`src/rtl/fifo_sum_reader.sv`:
```
// Read-side consumer for the show-ahead operand FIFO: pops operands, sums them
// in groups of COUNT_N (or shorter on flush), and presents each sum on a valid/ready port.
module fifo_sum_reader #(
  parameter int DATAW   = 8,
  parameter int COUNT_N = 4,
  parameter int SUMW    = DATAW + 4,
  parameter int LENW    = 3
) (
  input  logic             clk,
  input  logic             rst,
  input  logic [DATAW-1:0] fifo_data,
  input  logic             fifo_empty,
  output logic             fifo_r,
  input  logic             flush,
  output logic             sum_valid,
  input  logic             sum_ready,
  output logic [SUMW-1:0]  sum_data,
  output logic [LENW-1:0]  sum_len
);

  typedef enum logic {ACC, HOLD} state_t;

  localparam logic [LENW-1:0] LAST = LENW'(COUNT_N - 1);
  localparam logic [LENW-1:0] ONE  = LENW'(1);

  state_t          state;
  logic [SUMW-1:0] acc;
  logic [LENW-1:0] cnt;
  logic [SUMW-1:0] acc_next;

  // Unsigned accumulate; wraps modulo 2^SUMW, which legal parameters never reach.
  function automatic logic [SUMW-1:0] acc_add(input logic [SUMW-1:0] a,
                                               input logic [DATAW-1:0] d);
    acc_add = a + {{(SUMW-DATAW){1'b0}}, d};
  endfunction

  assign fifo_r   = rst & (state == ACC) & ~fifo_empty;
  assign acc_next = acc_add(acc, fifo_data);

  always_ff @(posedge clk or negedge rst) begin
    if (!rst) begin
      state     <= ACC;
      acc       <= '0;
      cnt       <= '0;
      sum_valid <= 1'b0;
      sum_data  <= '0;
      sum_len   <= '0;
    end else begin
      case (state)
        ACC: begin
          if (fifo_r) begin
            if (cnt == LAST || flush) begin
              // Popped word closes the group (full, or flushed early).
              sum_data  <= acc_next;
              sum_len   <= cnt + ONE;
              sum_valid <= 1'b1;
              acc       <= '0;
              cnt       <= '0;
              state     <= HOLD;
            end else begin
              acc <= acc_next;
              cnt <= cnt + ONE;
            end
          end else if (flush && cnt != '0) begin
            sum_data  <= acc;
            sum_len   <= cnt;
            sum_valid <= 1'b1;
            acc       <= '0;
            cnt       <= '0;
            state     <= HOLD;
          end
        end
        HOLD: begin
          if (sum_ready) begin
            sum_valid <= 1'b0;
            state     <= ACC;
          end
        end
        default: state <= ACC;
      endcase
    end
  end

endmodule

```
`config.mk`:
```
export PLATFORM = sky130hd
export DESIGN_NAME = fifo_sum_reader
export DESIGN_NICKNAME = d
export VERILOG_FILES = /design/src/rtl/fifo_sum_reader.sv
export SDC_FILE = /design/constraint.sdc
export NUM_CORES = 1
export LEC_CHECK = 0
export ABC_CLOCK_PERIOD_IN_PS = 2000
export BUFFER_PORTS_ARGS = -buffer_cell sky130_fd_sc_hd__buf_2
export CORE_ASPECT_RATIO = 1.2
export CORE_UTILIZATION = 50
export DETAILED_ROUTE_END_ITERATION = 16
export GPL_TIMING_DRIVEN = 0
export PLACE_DENSITY = 0.75
export SETUP_SLACK_MARGIN = 0.4
export SLEW_MARGIN = 20
export SYNTH_ARGS = -nofsm -noshare
export SYNTH_HDL_FRONTEND = slang
export SYNTH_SLANG_ARGS = --single-unit
```
`constraint.sdc`:
```
create_clock -name clk -period 2 [get_ports clk]
set_input_delay 0.1 -clock clk [delete_from_list [all_inputs] [get_ports clk]]
set_output_delay 0.1 -clock clk [all_outputs]
set_load 0.03 [all_outputs]
```
After elaboration in Yosys (flattened, before gate mapping)
Index checks and enable logic that the tools add are counted.

operators by class
  mux-type cells = 22
  eq/ne operators = 5
  bitwise operators = 4
  reduce and logical (&&, ||, !) cells = 7
  add/sub/neg operators = 2

operators by type and width
  operator                                        number
  two-way mux 12 bit                              6
  two-way mux 3 bit                               6
  adder 12 x 8 -> 12 bit                          1
  two-way mux 1 bit                               8
  != test 3 x 2 -> 1 bit (second input constant)  2
  AND reduction 3 bit                             2
  one-hot mux 1 bit (2 select lines)              2
  adder 3 x 1 -> 3 bit (second input constant)    1
  == test 3 x 2 -> 1 bit (second input constant)  1
  nonzero test 3 bit                              1
  AND 1 bit                                       2
  != test 2 x 1 -> 1 bit (second input constant)  1
  != test 2 bit (second input constant)           1
  NOT 1 bit                                       2
  AND reduction 2 bit                             1
  nonzero test 2 bit                              1
  logical AND 1 bit                               1
  logical OR 1 bit                                1

word-level totals
  logic and storage cells = 46
  register bits = 32
  output and inout bits = 17
  bits of input ports = 13

Depth between registers and ports, before layout
  depth in word-level cells = 5
  mapped depth = 8
  gate-level depth less buffers = 7

Worst setup path after synthesis
OpenSTA, ideal clock, no wires.

  kind = reg-to-reg
  start = reg acc[0]
  end = reg sum_data[10]
  setup time = 0.082 ns
  stages on the path, launching flop included = 8
  arrival time = 1.877 ns
  path slack = 0.041 ns
  required time = 1.918 ns
  buffers on the path = 0
  period minus slack after synthesis = 1.959 ns
  cells stage by stage = dfrtp_1 -> ha_1 -> fa_1 -> a211oi_1 -> o211ai_1 -> nand4_1 -> o21ai_0 -> a31oi_1

on the way
  word-level cells in the longest chain between the ends = 3

RTL lines
  what                    line  source
  start, declared         27    logic [SUMW-1:0] acc;
  start signal, assigned  61    acc <= acc_next;
  adder 12 x 8 -> 12 bit  34    acc_add = a + {{(SUMW-DATAW){1'b0}}, d};
  two-way mux 12 bit      52    if (cnt == LAST || flush) begin
  two-way mux 12 bit      51    if (fifo_r) begin
  end signal, assigned    54    sum_data <= acc_next;
  end, declared           17    output logic [SUMW-1:0] sum_data,

Every way passes these cells. The select of a mux whose other input is x is not followed.
A chain may end at the register's enable or synchronous reset.

Worst setup path in the final report
  start = reg acc[5]
  end = reg sum_data[10]

The elaborated chain is that of the path after synthesis.

==> out/results.tsv <==
stage	metric	value	unit
logic_synthesis	syn_inst	192	
logic_synthesis	syn_area	0.00176	sq mm
die	dieArea	0.00377	sq mm
detailed_routing	drtAntennaViolNets	0	
timing	tns	-0.531	ns
clocking	cts_tree	done	
die	core	0.00337	sq mm
timing	worst_slew_pin_slew	0.450	ns
die	die_w	56.2	um
worst_setup_path	worstSetupPathType	register to register	
detailed_routing	detail_route.iter0.violations	203	
worst_setup_path	cp-start-kind	register	
detailed_routing	wl_met1	2730	um
die	fp.dieH	67.0	um
logic_synthesis	synth_top_area_share	45.4	%
detailed_routing	drt-total-wl	7300	um
global_routing	grt_usage	30.3	%
worst_setup_path	critPathMaxFanout	5	
logic_synthesis	synthSimpleGateAreaFrac	17.5	%
logic_synthesis	synth-seq-cells	32	
timing	fin_crit_sh	108	%
power	p_comb_share	64.5	%
finish	instances_no_fill	314	
logic_synthesis	synth_edf_count	0	
logic_synthesis	avgSynthCellArea	9.18	sq um
timing	fmax	0.461	GHz
global_routing	grt_first_pass_wirelength	8460	um
logic_synthesis	synth_nets	217	
worst_setup_path	arrival	2.38	ns
timing	timing_max_transition_violations_final	0	
logic_synthesis	synthMuxAreaShare	0	%
logic_synthesis	synthFlopType	dfrtp_1	
logic_synthesis	synth_top_family_by_area	compound AO/OA/AOI/OAI gates	
detailed_routing	wl_met3	709	um
timing	rsz0062_at_grt	yes	
detailed_routing	drt-vias-per-instance	6.50	
logic_synthesis	async_flop_share	100	%
place	dp_cells	258	
finish	final_cell_mix	dfrtp_1 (30), buf_4 (28), buf_2 (27), buf_6 (19), nand2_1 (16)	
detailed_routing	dr.max_layer_used	met4	
global_routing	grt_pass1_vias	1713	
timing	skew	0.00345	ns
power	p_int	0.00251	W
logic_synthesis	synth_area_leaders	dfrtp_1 (45%), ha_1 (7.8%), o21ai_0 (6.2%), nand2_1 (5.7%), nand3_1 (3.7%)	
detailed_routing	avgRoutedWirePerCell	23.3	um
timing	fin_ws	-0.170	ns
power	ir_drop	0.00117	V
place	io_buffers	29	
logic_synthesis	yosysTopAreaCell	dfrtp_1	
clocking	htreeDepth	2	
clocking	clock_sinks	32	
logic_synthesis	synth_seq_area_share	45.4	%
power	switchingPower	0.00214	W
timing	layout_min_cycle_time	2.17	ns
die	rows	23	
timing	setup-violations-final	13	
power	leakage	1.37	nW
clocking	path_clk_slew	0.06	ns
place	place_hpwl	2790	um
clocking	cts-root-buf	clkbuf_8	
power	p_sw_share	46.0	%
global_routing	grt_overflow	0	
finish	layout.nets	301	
timing	slew_headroom	69.7	%
finish	diodes	0	
detailed_routing	wl_met2	3550	um
logic_synthesis	ys_types	29	
finish	final_common_cell	dfrtp_1	
detailed_routing	drc	0	
worst_hold_path	hold_path.class	input pin to register	
flow_run	drv_cap	0	
finish	final_area	0.00300	sq mm
place	place.gp.congestion	0.873	
power	p_total	0.00464	W
logic_synthesis	synthXorXnorAreaFrac	4.97	%
clocking	clk_latency	0.29	ns
run_status	violations	negative setup slack	
power	power_density	1550	mW/mm^2
logic_synthesis	synth_compound_area_share	19.7	%
clocking	cts_max_path_buffers	2	
worst_setup_path	cp-end-kind	register	
global_routing	grt_max_degree	33	
die	start_util	52.4	%
logic_synthesis	synth_fa_ha_area_share	8.94	%
worst_setup_path	crit_required	2.21	ns
global_routing	antenna_found_initial	0	
finish	fillers	131	
run_status	status	finished with violations	
timing	hold_ws	0.274	ns
timing	hold_viol	0	
clocking	cts_made_buffers	5	
detailed_routing	first_pass_iters	5	
logic_synthesis	ys_warn_count	0	
die	io_pins	30	
place	placed_cell_area	0.00200	sq mm
power	pwr-share-clk	11.2	%
power	power_frac_seq	24.3	%
finish	drive_gt1_share	54.5	%
finish	area_growth	69.9	%
detailed_routing	vias	2041	
cell families (layout without fill, tap and decap cells):
| family | after synthesis | in the layout |
|---|---|---|
| AO/OA/AOI/OAI | 56 | 56 |
| buffers and inverters | 15 | 100 |
| adder cells (fa/ha/maj) | 12 | 12 |
| XOR/XNOR | 10 | 10 |
| AND/OR/NAND/NOR | 67 | 67 |
| flip-flops | 32 | 32 |
power by group through the flow:
stage,clock network (W),registers [W],logic [W]
CTS,0.000524,0.00106,0.00213
global route,0.000547,0.00115,0.00312
finish,0.000520,0.00113,0.00300
global placement,0,0.00104,0.00157
detailed placement,0,0.00105,0.00158
floorplan,0,0.00125,0.000988
cells in the mapped netlist, drive strengths merged, types with 4 or more instances:
master and instances:
dfrtp 32, nand2 27, o21ai 22, nand3 13, nor2 12, ha 11
a21oi 10, a22o 7, xor2 7, a31oi 6, buf 6, inv 6
o211ai 4
registers in the layout (all words and copies together) (netlist names):
register	cells
sum_valid	1
state	1
sum_len	3
cnt	3
sum_data	12
acc	12
metal layers:
layer / vias up / track usage (%)
met2: 168 / 49.7
li1: 853 / -
met1: 986 / 38.6
met5: - / 0
met4: 0 / 15.2
met3: 34 / 5.24
final cells by class:
type	count	area, sq um	share of cell area, %
Multi-Input combinational cell	145	1280	42.7
Sequential cell	32	803	26.8
Timing Repair Buffer	77	638	21.3
Buffer	9	113	3.76
Clock buffer	8	90.1	3.01
Tap cell	37	46.3	1.55
Inverter	6	26.3	0.877
worst max-delay path, stage by stage, from the launching register on:
cell	delay (ns)
dfrtp_1	0.43
ha_4	0.32
o211ai_1	0.12
o211ai_1	0.39
nand4_1	0.27
or3_1	0.40
a31oi_1	0.16
path summary, 6_finish.rpt:
| path | start | to | slack, ns | depth (start not counted) |
|---|---|---|---|---|
| worst min register to register | sum_data[2]$_DFFE_PN0P_ | sum_data[2]$_DFFE_PN0P_ | 0.49 | 2 |
| min in group asynchronous | rst | sum_len[1]$_DFFE_PN0P_ | 0.36 | 3 |
| worst min-delay path | fifo_data[0] | acc[0]$_DFFE_PN0P_ | 0.27 | 3 |
| max in group asynchronous | rst | acc[6]$_DFFE_PN0P_ | 1.46 | 3 |
| worst max-delay path | acc[5]$_DFFE_PN0P_ | sum_data[10]$_DFFE_PN0P_ | -0.17 | 6 |
| worst max register to register | acc[5]$_DFFE_PN0P_ | sum_data[10]$_DFFE_PN0P_ | -0.17 | 6 |
through the flow:
stage / utilization, % / setup WS, ns
finish: 89.0 / -0.170
global route: 89.0 / -0.210
CTS: 75.5 / 0.0265
detailed placement: 59.4 / -0.471
global placement: 59.4 / -0.455
floorplan: - / 0.0936
timing repair:
action,CTS,global route
hold buffers,3,0
buffers inserted,20,21
endpoints found under the hold margin,33,0
gates cloned,2,2
pin swaps,20,35
setup endpoints to repair,33,33
resized for setup,57,64
(Power assumes the default switching activity.)
